===== src/rtl/uart_rx_fifo_if.sv =====
// ----------------------------------------------------------------------------
// uart_rx_fifo_if
//   Bundles the write, read, status and error signals of the UART receive
//   FIFO.
//
//   Modports
//     master : producer/consumer side. It drives wr_en, wr_data, rd_en and
//              clr_err, and observes everything else.
//     slave  : the FIFO itself.
//
//   Signals
//     wr_en / wr_data      byte strobe from the receiver (end-of-frame pulse)
//     rd_en                pop request from host/DMA
//     rd_data / rd_valid   read data and its qualifier
//     empty / full         occupancy boundaries
//     almost_full          count >= AFULL_LVL
//     count                occupancy, 0..DEPTH
//     overrun / underrun   sticky error flags
//     clr_err              synchronous clear of both error flags
//
//   DATA_W and ADDR_W must match the parameters of the attached FIFO.
// ----------------------------------------------------------------------------
interface uart_rx_fifo_if #(
   parameter int DATA_W = 8,
   parameter int ADDR_W = 4
);
   logic              wr_en;
   logic [DATA_W-1:0] wr_data;
   logic              rd_en;
   logic              clr_err;
   logic [DATA_W-1:0] rd_data;
   logic              rd_valid;
   logic              empty;
   logic              full;
   logic              almost_full;
   logic [ADDR_W:0]   count;
   logic              overrun;
   logic              underrun;

   modport master (
      output wr_en, wr_data, rd_en, clr_err,
      input  rd_data, rd_valid, empty, full, almost_full, count,
             overrun, underrun
   );

   modport slave (
      input  wr_en, wr_data, rd_en, clr_err,
      output rd_data, rd_valid, empty, full, almost_full, count,
             overrun, underrun
   );
endinterface


===== src/rtl/uart_rx_fifo.sv =====
// ----------------------------------------------------------------------------
// uart_rx_fifo
//   Receive-side byte buffer placed directly after the UART receiver. Each
//   byte is captured on the receiver's end-of-frame strobe. The FIFO holds up
//   to DEPTH bytes for the host/DMA side and reports occupancy, almost-full
//   and sticky overrun/underrun errors.
//
//   Ports
//     clk_r   receive-domain clock, rising edge
//     rst_n   asynchronous reset, active-low
//     bus     uart_rx_fifo_if.slave (write/read/status/error signals)
//
//   Build option
//     UART_RX_FIFO_FWFT_EN  defined   : first-word-fall-through. The head
//                                       word is always on rd_data, and
//                                       rd_valid = ~empty.
//                           undefined : standard mode. rd_data is registered
//                                       on a pop, and rd_valid pulses for
//                                       one cycle.
// ----------------------------------------------------------------------------
module uart_rx_fifo #(
   parameter int DATA_W    = 8,
   parameter int ADDR_W    = 4,
   parameter int DEPTH     = 16,   // must equal 2**ADDR_W
   parameter int AFULL_LVL = 12
) (
   input  logic            clk_r,
   input  logic            rst_n,
   uart_rx_fifo_if.slave   bus
);

   localparam logic [ADDR_W:0] DEPTH_C = (ADDR_W+1)'(DEPTH);
   localparam logic [ADDR_W:0] AFULL_C = (ADDR_W+1)'(AFULL_LVL);

   logic [DATA_W-1:0] mem [DEPTH];
   logic [ADDR_W-1:0] wr_ptr, rd_ptr;
   logic [ADDR_W:0]   count_q, count_nxt;
   logic              empty_q, full_q, afull_q;
   logic              overrun_q, underrun_q;
   logic              rd_acc, wr_acc;

   // When full, a write is still taken if a read frees a slot on the same
   // edge. When empty, a read is never taken, even if a write arrives.
   assign rd_acc = bus.rd_en & ~empty_q;
   assign wr_acc = bus.wr_en & (~full_q | rd_acc);

   // NOTE: every signal written in always_comb gets a default first, so no
   // path leaves it unassigned and no latch is inferred.
   always_comb begin
      count_nxt = count_q;
      case ({wr_acc, rd_acc})
         2'b10:   count_nxt = count_q + 1'b1;
         2'b01:   count_nxt = count_q - 1'b1;
         default: count_nxt = count_q;
      endcase
   end

   // NOTE: sequential state uses non-blocking assignments only, so every
   // register samples the values from before the edge.
   always_ff @(posedge clk_r or negedge rst_n) begin
      if (!rst_n) begin
         wr_ptr     <= '0;
         rd_ptr     <= '0;
         count_q    <= '0;
         empty_q    <= 1'b1;
         full_q     <= 1'b0;
         afull_q    <= 1'b0;
         overrun_q  <= 1'b0;
         underrun_q <= 1'b0;
      end else begin
         if (wr_acc) wr_ptr <= wr_ptr + 1'b1;   // wraps by natural overflow
         if (rd_acc) rd_ptr <= rd_ptr + 1'b1;
         count_q <= count_nxt;
         // Flags come from the next count, so they match count after the edge.
         empty_q <= (count_nxt == '0);
         full_q  <= (count_nxt == DEPTH_C);
         afull_q <= (count_nxt >= AFULL_C);
         // A new error event takes priority over a clear in the same cycle.
         if (bus.wr_en & ~wr_acc) overrun_q  <= 1'b1;
         else if (bus.clr_err)    overrun_q  <= 1'b0;
         if (bus.rd_en & empty_q) underrun_q <= 1'b1;
         else if (bus.clr_err)    underrun_q <= 1'b0;
      end
   end

   // NOTE: the storage array has no reset. Reset returns the pointers to 0,
   // which discards the contents, and this lets the array map to RAM.
   always_ff @(posedge clk_r) begin
      if (wr_acc) mem[wr_ptr] <= bus.wr_data;
   end

`ifdef UART_RX_FIFO_FWFT_EN
   // The head word is shown combinationally from the array.
   assign bus.rd_data  = mem[rd_ptr];
   assign bus.rd_valid = ~empty_q;
`else
   logic [DATA_W-1:0] rd_data_q;
   logic              rd_valid_q;

   // rd_data keeps the last popped word. rd_valid marks the cycle after a pop.
   always_ff @(posedge clk_r or negedge rst_n) begin
      if (!rst_n) begin
         rd_data_q  <= '0;
         rd_valid_q <= 1'b0;
      end else begin
         rd_valid_q <= rd_acc;
         if (rd_acc) rd_data_q <= mem[rd_ptr];
      end
   end

   assign bus.rd_data  = rd_data_q;
   assign bus.rd_valid = rd_valid_q;
`endif

   assign bus.empty       = empty_q;
   assign bus.full        = full_q;
   assign bus.almost_full = afull_q;
   assign bus.count       = count_q;
   assign bus.overrun     = overrun_q;
   assign bus.underrun    = underrun_q;

endmodule

===== src/flat_wrapper.sv =====
// flat-port wrapper written by rule: the top's interface ports become plain ports
module uart_rx_fifo_flat 
#(
   parameter int DATA_W    = 8,
   parameter int ADDR_W    = 4,
   parameter int DEPTH     = 16,                          
   parameter int AFULL_LVL = 12
)
  (clk_r, rst_n, bus_wr_en, bus_wr_data, bus_rd_en, bus_clr_err, bus_rd_data, bus_rd_valid, bus_empty, bus_full, bus_almost_full, bus_count, bus_overrun, bus_underrun);
  uart_rx_fifo_if #(.DATA_W(DATA_W), .ADDR_W(ADDR_W)) bus_i ();
  input  logic clk_r;
  input  logic rst_n;
  input wire logic [$bits(bus_i.wr_en)-1:0] bus_wr_en;
  input wire logic [$bits(bus_i.wr_data)-1:0] bus_wr_data;
  input wire logic [$bits(bus_i.rd_en)-1:0] bus_rd_en;
  input wire logic [$bits(bus_i.clr_err)-1:0] bus_clr_err;
  output wire logic [$bits(bus_i.rd_data)-1:0] bus_rd_data;
  output wire logic [$bits(bus_i.rd_valid)-1:0] bus_rd_valid;
  output wire logic [$bits(bus_i.empty)-1:0] bus_empty;
  output wire logic [$bits(bus_i.full)-1:0] bus_full;
  output wire logic [$bits(bus_i.almost_full)-1:0] bus_almost_full;
  output wire logic [$bits(bus_i.count)-1:0] bus_count;
  output wire logic [$bits(bus_i.overrun)-1:0] bus_overrun;
  output wire logic [$bits(bus_i.underrun)-1:0] bus_underrun;
  assign bus_i.wr_en = bus_wr_en;
  assign bus_i.wr_data = bus_wr_data;
  assign bus_i.rd_en = bus_rd_en;
  assign bus_i.clr_err = bus_clr_err;
  assign bus_rd_data = bus_i.rd_data;
  assign bus_rd_valid = bus_i.rd_valid;
  assign bus_empty = bus_i.empty;
  assign bus_full = bus_i.full;
  assign bus_almost_full = bus_i.almost_full;
  assign bus_count = bus_i.count;
  assign bus_overrun = bus_i.overrun;
  assign bus_underrun = bus_i.underrun;
  uart_rx_fifo #(.DATA_W(DATA_W), .ADDR_W(ADDR_W), .DEPTH(DEPTH), .AFULL_LVL(AFULL_LVL)) u_core (.clk_r(clk_r), .rst_n(rst_n), .bus(bus_i));
endmodule

===== config.mk =====
export PLATFORM = sky130hd
export DESIGN_NAME = uart_rx_fifo_flat
export DESIGN_NICKNAME = d
export VERILOG_FILES = /design/src/rtl/uart_rx_fifo_if.sv /design/src/rtl/uart_rx_fifo.sv /design/src/flat_wrapper.sv
export SDC_FILE = /design/constraint.sdc
export NUM_CORES = 1
export LEC_CHECK = 0
export CORE_UTILIZATION = 40
export DETAILED_ROUTE_END_ITERATION = 6
export PLACE_DENSITY = 0.6
export SYNTH_ARGS = -nofsm -noshare
export SYNTH_HDL_FRONTEND = slang
export SYNTH_SLANG_ARGS = --single-unit

===== constraint.sdc =====
create_clock -name clk_r -period 5.01 [get_ports clk_r]
set_input_delay 1.2525 -clock clk_r [delete_from_list [all_inputs] [get_ports clk_r]]
set_output_delay 1.2525 -clock clk_r [all_outputs]
set_load 0.005 [all_outputs]

Word-level counts from Yosys, hierarchy flattened --
Memories as Yosys holds them, arrays and structs flattened. A register that Yosys moved wholly into a read port is not among the register bits. Cells that the tools add are included.
Storage, ports and cells: output and inout port bits 19, memories kept 1, input port bits 13, flip-flop bits (word level) 19, logic and storage cells 36, RAM bits 128
Memories:
- u_core.mem | words 16, bits a word 8, read ports 1, clocked after Yosys merged registers in 1, write ports 1, line uart_rx_fifo.sv:35 | logic [DATA_W-1:0] mem [DEPTH];
Cells by class: equality and inequality tests 3, order comparisons 1, reduce and logical (&&, ||, !) cells 4, muxes and demuxes 6, bitwise gates (word level) 8, add/subtract/negate cells 4
Operators with widths (number):
- case mux 5 bit (2 select lines) | 1
- adder 4 x 1 -> 4 bit (second input constant) | 2
- adder 5 x 1 -> 5 bit (second input constant) | 1
- equality test 5 bit (second input constant) | 1
- greater-or-equal comparator 5 x 4 -> 1 bit (second input constant) | 1
- zero test 5 bit | 1
- 2-to-1 mux 1 bit | 5
- subtractor 5 x 1 -> 5 bit (second input constant) | 1
- AND 1 bit | 4
- nonzero test 2 bit | 2
- NOT 1 bit | 3
- equality test 2 x 1 -> 1 bit (second input constant) | 1
- equality test 2 bit (second input constant) | 1
- zero test 1 bit | 1
- OR 1 bit | 1

Logic depth before layout (Yosys ltp) --
Gate-level depths: netlist (run 1).
word-level depth 7, gate-level depth with buffers 12, gate-level depth less buffers 11

Worst setup path after synthesis (run 1) --
No wires, ideal clock.
path type input port to flip-flop, start point input port bus_rd_en, end point register u_core.full_q (netlist: u_core.bus.full), required time 4937 ps, setup slack 1485 ps, buffers on the path 1, arrival time 3452 ps, library setup time 73 ps, stages 12, cell sequence nand2b_1 > a21boi_1 > inv_1 > ha_1 > buf_2 > xor2_1 > ha_1 > o21a_1 > o21a_1 > o32ai_1 > xor2_1 > nor2b_1
Between the ends: cells in the longest elaborated chain, start to end 6, elaborated cells on any way between the ends 7, classes of those cells 3 x eq/ne; 1 x mux; 3 x bitwise
Ends and longest elaborated chain:
- from (decl) | line flat_wrapper.sv:15 | input wire logic [$bits(bus_i.rd_en)-1:0] bus_rd_en;
- AND 1 bit * | line uart_rx_fifo.sv:44 | assign rd_acc = bus.rd_en & ~empty_q;
- OR 1 bit | line uart_rx_fifo.sv:45 | assign wr_acc = bus.wr_en & (~full_q | rd_acc);
- AND 1 bit | line uart_rx_fifo.sv:45
- equality test 2 x 1 -> 1 bit or equality test 2 bit (tied branches) | line uart_rx_fifo.sv:51 | case ({wr_acc, rd_acc})
- case mux 5 bit (2 select lines) * | line uart_rx_fifo.sv:51
- via u_core.count_nxt[4] | line uart_rx_fifo.sv:37 | logic [ADDR_W:0] count_q, count_nxt;
- equality test 5 bit * | line uart_rx_fifo.sv:76 | full_q <= (count_nxt == DEPTH_C);
- to (signal assigned) | line uart_rx_fifo.sv:76
- to (decl) | line uart_rx_fifo.sv:38 | logic empty_q, full_q, afull_q;
Mark *: on every way through the listed nets, which the timed path passes. The rest lies on a longest branch. A chain may end at the register's enable or synchronous reset.

Worst setup path in the final report (run 1) --
Ends and elaborated chain as after synthesis.

==> out/summary.txt, run 1 <==
====================================================================================
Status                                                                  finished, final reports clean
Detailed Routing Iterations Pass 1                                                 4
Max Buffers Root-to-Sink                                                           2
Yosys warning total                                                                0
Crit path max-delay cell type                                           sky130_fd_sc_hd__clkdlybuf4s50_1
Number of buffers added to fix hold violations after cts                           0
Ys flop type                                                            sky130_fd_sc_hd__edfxtp_1
CP Cell Sequence                                                        clkdlybuf4s50_1 > nand2b_1 > buf_4 > a21boi_1 > buf_4 > inv_1 > ha_1 > xor2_1 > ha_1 > o21a_1 > o21a_1 > o32ai_1 > xor2_1 > nor2b_1
Fraction of the core area covered by cells at the end of the flow              48.7%
Global-route usage over all layers                                             16.2%
Post-DP HPWL                                                                 7400 um
Area share of the largest cell type after synthesis                            61.1%
Number of cells on the worst hold path                                             1
Total via count in the routed design                                           3,040
Most frequent cells after synthesis                                     128 x sky130_fd_sc_hd__edfxtp_1, 26 x sky130_fd_sc_hd__dfrtp_1, 17 x sky130_fd_sc_hd__mux4_1
Number of instances in the synthesized netlist                                   328
WP depth                                                                          14
Cell count after placement                                                       560
Post-layout net count                                                            390
Buffer count from post-CTS setup fixing                                            0
Resize count post-CTS                                                              0
Gr ovfl total                                                                      0
CTS Buf Count                                                                     17
Share of final-layout standard cells stronger than drive strength 1            16.5%
Crit-path leading delay family                                          buffers and inverters
Worst hold-check path type                                                reg -> reg
Core area                                                                 15,300 um2
Cell Pwr Density                                                          576 nW/um2
Global-route wire length before repair                                     18,500 um
Relative max-transition margin                                                 26.2%
Wire length on met3                                                           465 um
DIE AREA                                                                  16,200 um2
Clock skew after layout                                                    0.0120 ns
Largest net degree at the start of global routing                                 36
Max Freq                                                                   0.269 GHz
Critical path type                                                         in -> reg
Critical Path RT                                                             5.36 ns
Leakage                                                                      2.59 nW
Dominant cells by area after synthesis                                  sky130_fd_sc_hd__edfxtp_1 61%, sky130_fd_sc_hd__dfrtp_1 10%, sky130_fd_sc_hd__mux4_1 7.1%, sky130_fd_sc_hd__mux4_2 5.4%, sky130_fd_sc_hd__ha_1 1.8%
Share of flip-flops with an asynchronous set or reset after synthesis          17.4%
Total negative slack for setup checks                                           0 ns
Startpoint type of the worst setup path                                    input pin
Mapped Area                                                                 6290 um2
Dominant cell by count in the synthesized netlist                       sky130_fd_sc_hd__edfxtp_1
Tightest Pin Transition                                                      1.11 ns
Post-synthesis cell type with the largest combined area                 sky130_fd_sc_hd__edfxtp_1
Post-detailed-route wirelength per cell                                      19.9 um
IO Pins                                                                           32
Starting density of the core                                                   41.2%
Number of register bits inferred by synthesis                                    155
Post-route non-filler standard cell count                                        592
Number of synthesized flops with an enable pin                                   128
Data arrival at the endpoint of the critical path                            4.07 ns
Reported max-cap violation count                                                   0
Clk sinks                                                                        155
Minimum period implied by the final worst setup slack                        3.72 ns
Die H                                                                         127 um
Count of final hold-check violations                                               0
Length of routed wiring on met1                                              5720 um
Post-Syn Nets                                                                    350
H-tree levels                                                                      4
Number of buffers and inverters on the critical path                               4
Part of the Yosys area used for sequential elements                            71.9%
Avg Inst Size Synth                                                         19.2 um2
Count of distinct cell types in the synthesized netlist                           40
Number of design rule violations left after detail routing                         0
Via density per instance                                                        5.14
Width of the die                                                              127 um
Number of DRC markers after the initial detailed-route iteration                 229
Global placer's final weighted congestion                                      0.740
Period Utilization, post-route                                                 74.3%
Clock tree root buffer cell                                             sky130_fd_sc_hd__clkbuf_16
Layout Area Growth over Synthesis                                              18.2%
Antenna Violating Nets Remaining                                                   0
Depth of the worst register-to-register path                                      13
Antenna cell count                                                                 0
Unrepaired setup endpoints after global routing                                   no
Final setup violation count                                                        0
Final Max Tran Viols                                                               0
Clock transition at the registers of the reported paths                      0.06 ns
Antenna violations before repair                                                   0
Wire length on met2                                                          5410 um
Maximum vdd ir drop                                                         0.302 mV
Clock Latency Late Sink                                                      0.43 ns
Final wirelength                                                           11,800 um
Critical Path Max Stage Delay                                                0.47 ns
Critical path endpoint category                                                 flop
Max layer used                                                                  met4
Placement row count                                                               45
Port-buffer cells                                                                 31
Clock tree from TritonCTS                                                        yes
Worst Path Max Fanout                                                             21
Vias in the first global route                                                 3,139
====================================================================================
## cells by family (layout without fill, tap and decap cells)
| group | count (synthesis) | count (layout) | synth area share (%) |
|---|---|---|---|
| buffers and inverters | 26 | 79 | 2.15 |
| muxes | 50 | 50 | 15.5 |
| adders and majority gates | 9 | 9 | 1.79 |
| xor gates and xnor gates | 12 | 12 | 1.67 |
| and+or+nand+nor | 54 | 54 | 4.28 |
| AOI/OAI and AO/OA | 22 | 22 | 2.76 |
| DFF | 155 | 155 | 71.9 |
## worst paths after layout
| check | startpoint | endpoint | slack (ns) |
|---|---|---|---|
| worst max register to register | u_core.bus.empty | u_core.bus.full | 2.09 |
| worst max-delay path | bus_rd_en | u_core.bus.full | 1.29 |
| max in group asynchronous | rst_n | u_core.bus.empty | 3.50 |
| min in group asynchronous | rst_n | u_core.wr_ptr[2] | 1.21 |
| worst min register to register | u_core.bus.rd_data[6] | u_core.bus.rd_data[6] | 0.51 |
| worst min-delay path | u_core.bus.rd_data[6] | u_core.bus.rd_data[6] | 0.51 |
## final cells by class
cell class | instances | area [um2]
sequential | 155 | 4520
tap | 211 | 264
clock buffer | 22 | 464
multi-input combinational | 147 | 1640
fill | 1266 | 7820
timing repair buffer | 39 | 370
inverter | 8 | 30.0
clock inverter | 10 | 149
## metal layers
layer  vias up  global-route usage, %
met5         -                      0
met3        11                   4.19
met1      1573                   22.5
li1       1394                      -
met4         0                   7.35
met2        62                   24.1
## report_power, final
part	leakage (nW)	internal, W	switching, W
sequential	1.48	0.00161	0.000259
clock	0.305	0.000853	0.000477
combinational	0.809	0.000614	0.000467
total	2.59	0.00308	0.00120
## through the flow
stage | worst slack (ns) | power (W) | area (um2) | hold WS (ns)
finish | 1.29 | 0.00428 | 7440 | 0.512
global route | 1.06 | 0.00450 | 7440 | 0.542
CTS | 1.27 | 0.00433 | 7440 | 0.515
detailed placement | 0.824 | 0.00299 | 6820 | 0.502
global placement | 0.903 | 0.00297 | 6820 | 0.499
floorplan | 1.49 | 0.00260 | 6290 | 0.505
## sequential cells by signal, summed over array words and instances, names as in the netlist, 4 cells and up
| name | cells |
|---|---|
| u_core.bus.rd_data | 8 |
| u_core.wr_ptr | 4 |
| u_core.bus.count | 5 |
| u_core.rd_ptr | 4 |
| u_core.mem | 128 |
## layout by cell type, fill, tap and decap left out, types with 3 or more instances in the layout
cell type,Yosys,routed
sky130_fd_sc_hd__edfxtp_1,128,128
sky130_fd_sc_hd__clkdlybuf4s50_1,0,31
sky130_fd_sc_hd__dfrtp_1,26,24
sky130_fd_sc_hd__mux4_1,17,17
sky130_fd_sc_hd__clkbuf_16,0,17
sky130_fd_sc_hd__nor2_1,15,15
sky130_fd_sc_hd__mux4_2,15,15
sky130_fd_sc_hd__nand2_1,12,12
sky130_fd_sc_hd__nor3_1,12,12
sky130_fd_sc_hd__mux2i_1,10,10
sky130_fd_sc_hd__ha_1,9,9
sky130_fd_sc_hd__inv_1,8,8
sky130_fd_sc_hd__mux2_2,8,8
sky130_fd_sc_hd__a221o_1,8,8
sky130_fd_sc_hd__buf_4,0,8
sky130_fd_sc_hd__xnor2_1,7,7
sky130_fd_sc_hd__xor2_1,5,5
sky130_fd_sc_hd__clkinv_2,0,5
sky130_fd_sc_hd__o21ai_0,4,4
sky130_fd_sc_hd__bufinv_16,0,4
sky130_fd_sc_hd__nand2b_1,3,3
sky130_fd_sc_hd__clkbuf_1,8,3
## worst reg2reg max path, delay by kind of cell, from the launching register on
family,cells,cell delay (ns)
fa+ha+maj,2,0.56
flops,1,0.54
buf+inv,3,0.48
simple gates,2,0.27
compound gates,4,0.60
xor+xnor,2,0.40
Power figures use the tool's default switching activity.
==> run 2, diff against run 1 <==
clock period = 3.88 ns   (was 5.01 ns; I/O delays follow)
==> run 2 against run 1 <==
Combinational power grew 31%. Die area is the same. Clock-buffer cell count shrank 4. Wire length grew 3.8%. Final cell count grew 2.4%. Total power grew 28%. Largest cell class unchanged. Largest power group unchanged.
==> out/summary.txt, run 2 (synthesized netlist as in run 1, its figures left out) <==
==================================================================================
Port-buffer cells                                                               31   unchanged
DIE AREA                                                                16,200 um2   unchanged
Most common cell after layout, fill and taps aside                    sky130_fd_sc_hd__edfxtp_1
Fraction of the core area covered by cells at the end of the flow            49.2%   +0.49 points
Final Max Tran Viols                                                             0   unchanged
Worst hold-check path type                                              reg -> reg
Layout Area Growth over Synthesis                                            19.4%
Buffer count from post-CTS setup fixing                                          0   unchanged
Number of design rule violations left after detail routing                       0   unchanged
Highest-count cells in the layout ignoring fill and taps              128 x sky130_fd_sc_hd__edfxtp_1, 31 x sky130_fd_sc_hd__clkdlybuf4s50_1, 24 x sky130_fd_sc_hd__dfrtp_1
Vias in the first global route                                               3,058   -2.6%
Die H                                                                       127 um   unchanged
Worst hold-check slack                                                    0.512 ns   +0.0000720 ns
Clock tree root buffer cell                                           sky130_fd_sc_hd__clkbuf_16
CTS Buf Count                                                                   17   unchanged
Post-layout net count                                                          404   +3.6%
Clock skew after layout                                                 0.00822 ns   -0.00377 ns
Reported max-cap violation count                                                 0   unchanged
Worst Path Max Fanout                                                            9   -57%
H-tree levels                                                                    4   unchanged
CP Cell Sequence                                                      clkdlybuf4s50_1 > nand2b_1 > a21boi_1 > inv_1 > ha_1 > xor2_1 > ha_1 > o21a_1 > o21a_1 > o32ai_1 > xor2_1 > nor2b_1
Unrepaired setup endpoints after global routing                                 no
Global-route wire length before repair                                   18,600 um   +0.52%
Status                                                                finished, final reports clean
Share of final-layout standard cells stronger than drive strength 1          19.5%   +3.0 points
Final wirelength                                                         12,200 um   +3.8%
Relative max-transition margin                                               31.7%   +5.5 points
Register with the most flip-flops                                       u_core.mem
Total negative slack for setup checks                                         0 ns   unchanged
Total placed instance area                                                6930 um2   +1.5%
Tightest Pin Transition                                                    1.02 ns   -0.0824 ns
Via density per instance                                                      5.13   about the same
Final Cell Area                                                           7510 um2   +1.0%
Cell Pwr Density                                                        730 nW/um2   +27%
Number of buffers and inverters on the critical path                             2   -2
Data arrival at the endpoint of the critical path                          3.55 ns   -0.52 ns
Count of final hold-check violations                                             0   unchanged
Largest register FFs                                                           128   unchanged
Clk sinks                                                                      155   unchanged
Width of the die                                                            127 um   unchanged
Antenna Violating Nets Remaining                                                 0   unchanged
Detailed Routing Iterations Pass 1                                               4   unchanged
Placement row count                                                             45   unchanged
Antenna violations before repair                                                 0   unchanged
Largest net degree at the start of global routing                               36   unchanged
Crit-path leading delay family                                        compound AO/OA/AOI/OAI gates
Crit path max-delay cell type                                         sky130_fd_sc_hd__clkdlybuf4s50_1
Critical path endpoint category                                               flop
Total via count in the routed design                                         3,111   +2.3%
Clock Latency Late Sink                                                    0.42 ns   about the same
Period Utilization, post-route                                               82.4%
Global-route usage over all layers                                           16.5%   +0.33 points
Number of DRC markers after the initial detailed-route iteration               226   -1.3%
Leakage                                                                    2.65 nW   +2.0%
Antenna cell count                                                               0   unchanged
Post-DP HPWL                                                               7470 um   +1.1%
Critical path type                                                       in -> reg
Final setup violation count                                                      0   unchanged
Max Freq                                                                 0.313 GHz
Number of buffers added to fix hold violations after cts                         0   unchanged
Max Buffers Root-to-Sink                                                         2   unchanged
Starting density of the core                                                 41.2%   unchanged
Post-detailed-route wirelength per cell                                    20.2 um   +1.4%
Critical Path Max Stage Delay                                              0.47 ns   about the same
Core area                                                               15,300 um2   unchanged
Minimum period implied by the final worst setup slack                      3.20 ns
Gr ovfl total                                                                    0   unchanged
Clock tree from TritonCTS                                                      yes
Clock transition at the registers of the reported paths                    0.06 ns   about the same
Critical Path RT                                                           4.23 ns   -1.13 ns
IO Pins                                                                         32   unchanged
Global placer's final weighted congestion                                    0.788   +6.4%
Maximum vdd ir drop                                                       0.331 mV   +9.8%
Resize count post-CTS                                                            0   unchanged
Startpoint type of the worst setup path                                  input pin
==================================================================================
-- run 2: cell type report --
type                            instances  area (um2)
Clock inverter                         14         154
Tap cell                              211         264
Clock buffer                           18         429
Inverter                                8        30.0
Sequential cell                       155        4520
Fill cell                            1253        7750
Multi-Input combinational cell        147        1640
Timing Repair Buffer                   53         475
-- run 2: routing by layer --
metal / part of all wire [%] / wire (um) / track usage [%] / vias to the layer above
met5: 0 / 0 / 0 / -
met1: 45 / 5550 / 21.7 / 1600
met2: 49 / 5950 / 25.9 / 71
li1: - / - / - / 1427
met3: 4.0 / 490 / 3.73 / 13
met4: 1.9 / 230 / 8.54 / 0
-- run 2: metrics by stage --
step | setup slack, ns | power, W | instances
after floorplan | 0.638 | 0.00335 | 328
after global placement | 0.356 | 0.00387 | 574
after detailed placement | 0.277 | 0.00390 | 574
after CTS | 0.703 | 0.00555 | 606
after global routing | 0.463 | 0.00576 | 606
final | 0.683 | 0.00548 | 606
-- run 2: final timing paths --
kind / startpoint / end / slack [ns] / depth (start not counted)
worst max-delay path: bus_rd_en / u_core.bus.full / 0.68 / 12
worst min-delay path: u_core.bus.rd_data[3] / u_core.bus.rd_data[3] / 0.51 / 1
min in group asynchronous: rst_n / u_core.bus.almost_full / 1.08 / 1
max in group asynchronous: rst_n / u_core.wr_ptr[3] / 2.11 / 2
worst max register to register: u_core.bus.empty / u_core.bus.full / 1.25 / 11
worst min register to register: u_core.bus.rd_data[3] / u_core.bus.rd_data[3] / 0.51 / 1
-- run 2: report_power, final --
part | total, W | leakage [nW] | switching [W] | internal, W
Clock | 0.00164 | 0.282 | 0.000635 | 0.00100
Sequential | 0.00243 | 1.48 | 0.000356 | 0.00208
Combinational | 0.00141 | 0.883 | 0.000589 | 0.000823
==> run 3, diff against run 2 <==
clock period = 3.05 ns   (was 3.88 ns; I/O delays follow)
==> run 3 against run 2 <==
Design area up 0.88%. Global-route usage down 0.33 points. Critical path depth unchanged. Via count up 0.32%. Sequential power up 19%. Final cell count up 0.99%. Utilization up 0.43 points. Combinational power up 46%. Wire length down 3.6%. Critical path type unchanged. Largest power group unchanged. Highest routed layer unchanged.
==> out/summary.txt, run 3 (synthesized netlist as in run 1, its figures left out) <==
==================================================================================
Status                                                                finished, final reports clean
Switching power share of the total                                           28.8%   about the same
Internal power of the cells                                              0.00496 W   +27%
CP Cell Sequence                                                      clkdlybuf4s50_1 > nand2b_1 > buf_6 > inv_1 > ha_1 > xor2_1 > ha_1 > o21a_1 > o21a_1 > o32ai_1 > xor2_1 > nor2b_1
Critical path endpoint category                                               flop
Final Cell Area                                                           7580 um2   +0.88%
Width of the die                                                            127 um   unchanged
Clock skew after layout                                                  0.0110 ns   +0.00282 ns
Clk sinks                                                                      155   unchanged
Clock tree root buffer cell                                           sky130_fd_sc_hd__clkbuf_16
Unrepaired setup endpoints after global routing                                 no
Proportion of power drawn by flip-flops and latches                          41.5%   -2.9 points
Crit path max-delay cell type                                         sky130_fd_sc_hd__clkdlybuf4s50_1
Critical path type                                                       in -> reg
Number of buffers added to fix hold violations after cts                         0   unchanged
Share of final-layout standard cells stronger than drive strength 1          20.9%   +1.5 points
Core area                                                               15,300 um2   unchanged
Relative max-transition margin                                               62.3%   +31 points
Clock transition at the registers of the reported paths                    0.06 ns   about the same
Worst Path Max Fanout                                                           20   +11
Number of buffers and inverters on the critical path                             3   +1
Final Max Tran Viols                                                             0   unchanged
Number of cells on the worst hold path                                           1   unchanged
IO Pins                                                                         32   unchanged
Post-DP HPWL                                                               7510 um   +0.46%
Largest register FFs                                                           128   unchanged
Clock Latency Late Sink                                                    0.41 ns   about the same
Worst min-delay path endpoint                                         u_core.bus.rd_data[0]
Total placed instance area                                                7000 um2   +0.99%
Most common cell after layout, fill and taps aside                    sky130_fd_sc_hd__edfxtp_1
Total negative slack for setup checks                                         0 ns   unchanged
Final setup violation count                                                      0   unchanged
H-tree levels                                                                    4   unchanged
Max Freq                                                                 0.352 GHz
Post-detailed-route wirelength per cell                                    19.2 um   -4.5%
Worst hold-check path type                                              reg -> reg
Reported max-cap violation count                                                 0   unchanged
Clock tree from TritonCTS                                                      yes
Highest-count cells in the layout ignoring fill and taps              128 x sky130_fd_sc_hd__edfxtp_1, 31 x sky130_fd_sc_hd__clkdlybuf4s50_1, 25 x sky130_fd_sc_hd__buf_4, 25 x sky130_fd_sc_hd__dfrtp_1
Starting density of the core                                                 41.2%   unchanged
Endpoint of the lowest-slack register-to-register path                u_core.bus.full
Port-buffer cells                                                               31   unchanged
DIE AREA                                                                16,200 um2   unchanged
Number of DRC markers after the initial detailed-route iteration               191   -15%
Max Buffers Root-to-Sink                                                         2   unchanged
Global-route usage over all layers                                           16.2%   -0.33 points
Placement row count                                                             45   unchanged
Post-layout net count                                                          410   +1.5%
Worst hold-check slack                                                    0.530 ns   +0.0174 ns
Die H                                                                       127 um   unchanged
Gr ovfl total                                                                    0   unchanged
Layout Area Growth over Synthesis                                            20.4%
Antenna Violating Nets Remaining                                                 0   unchanged
Area of combinational cells with multiple inputs                          1640 um2   +0.23%
Period Utilization, post-route                                               93.0%
Depth of the worst register-to-register path                                    11   unchanged
Antenna cell count                                                               0   unchanged
Worst setup slack for register-to-register paths                           0.43 ns   -0.82 ns
Leakage                                                                    2.68 nW   +1.2%
Cell Pwr Density                                                        919 nW/um2   +26%
Critical Path Max Stage Delay                                              0.42 ns   -0.05 ns
Crit-path leading delay family                                        buffers and inverters
Number of design rule violations left after detail routing                       0   unchanged
Total via count in the routed design                                         3,121   +0.32%
Global-route wire length before repair                                   18,600 um   unchanged
Startpoint type of the worst setup path                                  input pin
Register with the most flip-flops                                       u_core.mem
Minimum period implied by the final worst setup slack                      2.84 ns
Clock network power share                                                    28.9%   -0.9 points
Final wirelength                                                         11,800 um   -3.6%
Logic gate share of total power                                              29.5%   +3.7 points
Fillers                                                                      1,245   -0.64%
Data arrival at the endpoint of the critical path                          3.17 ns   -0.38 ns
Count of final hold-check violations                                             0   unchanged
Sequential cell area in the final layout                                  4520 um2   about the same
Detailed Routing Iterations Pass 1                                               4   unchanged
Vias in the first global route                                               3,223   +5.4%
Via density per instance                                                      5.10   -0.66%
CTS Buf Count                                                                   17   unchanged
Largest net degree at the start of global routing                               36   unchanged
Global placer's final weighted congestion                                    0.745   -5.5%
Origin of the worst min-delay path                                    u_core.bus.rd_data[0]
Critical Path RT                                                           3.39 ns   -0.84 ns
Tightest Pin Transition                                                   0.563 ns   -0.461 ns
Startpoint of the worst-slack reg-to-reg timing path                  u_core.bus.empty
Antenna violations before repair                                                 0   unchanged
Maximum vdd ir drop                                                       0.558 mV   +69%
Switching component of the power                                         0.00201 W   +27%
==================================================================================
==> run 3: worst max-delay path by stage <==
stage | to | cells past startpoint | from
after CTS | u_core.bus.full | 12 | bus_rd_en
after global placement | u_core.bus.full | 12 | bus_rd_en
after detailed placement | u_core.bus.full | 12 | bus_rd_en
final | u_core.bus.full | 12 | bus_rd_en
after floorplan | u_core.bus.full | 12 | bus_rd_en
after global routing | u_core.bus.full | 12 | bus_rd_en
==> run 3: worst reg2reg max path, stage by stage, from the launching register on <==
cell and delay, ns:
sky130_fd_sc_hd__dfstp_2 0.54, sky130_fd_sc_hd__nand2b_1 0.16, sky130_fd_sc_hd__buf_6 0.21, sky130_fd_sc_hd__inv_1 0.08, sky130_fd_sc_hd__ha_1 0.22, sky130_fd_sc_hd__xor2_1 0.18
sky130_fd_sc_hd__ha_1 0.23, sky130_fd_sc_hd__o21a_1 0.18, sky130_fd_sc_hd__o21a_1 0.16, sky130_fd_sc_hd__o32ai_1 0.15, sky130_fd_sc_hd__xor2_1 0.29, sky130_fd_sc_hd__nor2b_1 0.16
==> run 3: what timing repair did <==
| action | in CTS | in global routing |
|---|---|---|
| setup endpoints to repair | 0 | 1 |
| buffers inserted | 0 | 0 |
| gates resized for setup | 0 | 2 |
==> run 3: layer usage <==
layer	track usage (%)	share of wire (%)	vias up	wire, um
met2	25.6	50	63	5840
met5	0	0	-	0
li1	-	-	1433	-
met4	7.49	1.2	0	138
met1	21.3	45	1617	5330
met3	3.85	4.0	8	468
==> run 3: power groups by stage <==
stage / Sequential [W] / Clock, W / Combinational, W
after floorplan: 0.00282 / 0 / 0.00144
after global placement: 0.00293 / 0 / 0.00207
after detailed placement: 0.00294 / 0 / 0.00210
after CTS: 0.00290 / 0.00206 / 0.00210
after global routing: 0.00294 / 0.00214 / 0.00225
final: 0.00289 / 0.00201 / 0.00206
==> run 3: metrics by stage <==
step	total power, W	setup WS, ns	utilization, %	cells
global route	0.00734	0.0411	49.7	612
detailed placement	0.00504	-0.222	45.9	580
finish	0.00696	0.212	49.7	612
global placement	0.00500	-0.175	45.9	580
floorplan	0.00426	0.0151	-	328
CTS	0.00707	0.193	49.6	612
==> run 3: layout make-up <==
type,count,area share [%]
clock inverter,15,1.95
tap,211,3.48
multi-input combinational,147,21.6
timing repair buffer,59,7.25
inverter,8,0.396
sequential,155,59.7
clock buffer,17,5.61
==> variant (flow settings as in run 2) <==
Make the reset (`rst_n`) synchronous in 2 clocked blocks. Comments in the files are not updated.
--- a/src/rtl/uart_rx_fifo.sv
+++ b/src/rtl/uart_rx_fifo.sv
@@ -59,3 +59,3 @@
    // register samples the values from before the edge.
-   always_ff @(posedge clk_r or negedge rst_n) begin
+   always_ff @(posedge clk_r) begin
       if (!rst_n) begin
@@ -100,3 +100,3 @@
    // rd_data keeps the last popped word. rd_valid marks the cycle after a pop.
-   always_ff @(posedge clk_r or negedge rst_n) begin
+   always_ff @(posedge clk_r) begin
       if (!rst_n) begin
Check against the original RTL: differs if rst_n is asserted again (counterexample within 4 cycles, from zero or initial values and one cycle with rst_n low); with rst_n held inactive, the same outputs for 10 cycles.
==> variant against run 2 <==
  * Sequential share of layout area fell by 1.5 points
  * Design area fell by 0.57%
  * Sequential cell count did not move
  * Maximum frequency fell by 1.9%
  * Wire length rose by 1.6%
  * Count of clock-buffer cells in the layout decreased by 1
  * Register-to-register slack lost 0.04 ns
  * Critical path type unchanged
  * Area after synthesis down 0.97%
  * Worst setup slack worse by 0.063 ns
  * First-iteration DRC count fell by 11%
  * Die area decreased by 0.96%
  * Synthesized cell count grew 7.9%
Power is not compared: it rests on default switching activity, and its combinational part moved more than twofold at a synthesized area within 25%.
==> variant: results (changes against run 2) <==
----------------------------------------------------
[Critical path]
  Largest stage delay on the critical path ... 0.54 ns (was 0.47 ns)
  Arr. time, crit path ... 3.61 ns (was 3.55 ns)
  Critical R2R Launch ... u_core.bus.empty (unchanged)
  Critical path fanouts, max ... 12 (was 9)
  Cell with the largest stage delay on the worst path ... a2111oi_0 (was clkdlybuf4s50_1)
  Worst reg2reg setup slack ... 1.21 ns (was 1.25 ns)

[Routing]
  Routed via count divided by cell count ... 5.384 (was 5.134)
  DRT Wirelength ... 12.41 mm (was 12.22 mm)
  Number of DRC markers after the initial detailed-route iteration ... 201 (was 226)
  Total via count after detailed routing ... 3,279 (was 3,111)

[Final layout]
  Proportion of layout cells with a drive suffix above 1 ... 0.2185 (was 0.1949)
  Final nets ... 430 (was 404)

[Timing]
  Layout Skew ... 0.005435 ns (was 0.008223 ns)
  Actual transition at the worst max-transition pin ... 0.7323 ns (was 1.024 ns)
  Post-Route Hold Slack ... 0.4732 ns (was 0.5124 ns)

[Place]
  Area of placed instances ... 6843 µm² (was 6928 µm²)
  Gp weighted congestion ... 0.7611 (was 0.7876)

[Global route]
  Met1 track demand over resource ... 0.2160 (was 0.2166)
  Vias in the first global route ... 3,443 (was 3,058)
  Met2 Resource Use GR ... 0.2762 (was 0.2591)
  Grt met3 use ... 0.05019 (was 0.03727)
  Total global-route track usage ... 0.1686 (was 0.1652)
  Wire length of the first global-routing pass ... 19.58 mm (was 18.64 mm)

[Status]
  Outcome ... completed (unchanged)

[Synthesis]
  Number of flops mapped to enable cells by yosys ... 128 (unchanged)
  Cells taking the most area after synthesis ... edfxtp_1 62%, mux4_2 10%, dfxtp_1 8.7% (was edfxtp_1 61%, dfrtp_1 10%, mux4_1 7.1%)
  Sequential element share of the synthesized area ... 0.7038 (was 0.7186)
  Synth cell types ... 44 (was 40)
  Fraction of synthesis flops using an asynchronous set or reset pin ... 0 (was 0.1742)
  Syn Area/Cell ... 17.60 µm² (was 19.18 µm²)
  Nets in the synthesized netlist ... 376 (was 350)
  Synth top cells by count ... 128 x edfxtp_1, 28 x mux4_2, 27 x dfxtp_1 (was 128 x edfxtp_1, 26 x dfrtp_1, 17 x mux4_1)

[CTS]
  Number of buffers between clock root and the deepest sink ... 2 (unchanged)
  H-tree lvl count ... 4 (unchanged)
  Clock Latency Late Sink ... 0.42 ns (about the same)

[Hold path]
  Worst min-delay path endpoint ... u_core.bus.rd_data[2] (was u_core.bus.rd_data[3])

----------------------------------------------------
variant: cell count changes after synthesis, sizes merged, moves of 4 or more:
| cell | change |
|---|---|
| nor2b | +5 |
| dfxtp | +27 |
| mux2i | -7 |
| dfrtp | -26 |
| a221o | -8 |
| nor2 | +4 |
| a22oi | +17 |
| and2 | +9 |
| a31o | +9 |
| mux2 | -8 |
| a21oi | +10 |
| nor3 | -6 |
variant: stage by stage:
| stage | total power, mW | worst slack (ns) |
|---|---|---|
| finish | 4.325 | 0.6205 |
| global route | 4.505 | 0.4707 |
| CTS | 4.373 | 0.6512 |
| detailed placement | 2.623 | 0.2260 |
| global placement | 2.620 | 0.2832 |
| floorplan | 2.413 | 0.6040 |
variant: cell families after synthesis:
logic type / share of synthesized area
flops: 0.7038
xor+xnor: 0.01687
simple gates: 0.05583
mux: 0.1229
buf+inv: 0.02310
compound gates: 0.05945
fa+ha+maj: 0.01808
variant: worst register-to-register path, stage by stage, from the launching register on:
cell	delay (ns)
dfxtp_1	0.35
nand2b_1	0.16
buf_4	0.21
inv_1	0.07
ha_1	0.23
xor2_1	0.18
ha_1	0.23
a21oi_1	0.25
nor2_1	0.08
a2111oi_0	0.54
o22ai_1	0.15
a21oi_1	0.15
variant: routing by layer:
layer	share of wire	up-vias
met3	0.042	13
li1	-	1513
met1	0.46	1680
met4	0.013	0
met2	0.48	73
met5	0	-
variant: worst max path at each step:
stage / to / cells past startpoint / start
finish: u_core.bus.empty / 12 / bus_rd_en
global route: u_core.bus.empty / 12 / bus_rd_en
CTS: u_core.bus.empty / 12 / bus_rd_en
detailed placement: u_core.bus.empty / 12 / bus_rd_en
global placement: u_core.bus.empty / 12 / bus_rd_en
floorplan: u_core.bus.empty / 12 / bus_rd_en
variant: cell type report:
class	instances	area, µm²
repair buffers	56	498.0
multi-input cells	172	1702
well taps	188	235.2
inverters	6	22.52
fillers	1292	7734
flip-flops and latches	155	4385
clock inverters	15	200.2
clock buffers	17	425.4
variant: power by group:
part / switching, mW / leakage (nW) / internal (mW)
clock network: 0.708 / 0.302 / 1.04
registers: 0.0910 / 1.38 / 1.87
logic: 0.271 / 0.843 / 0.345
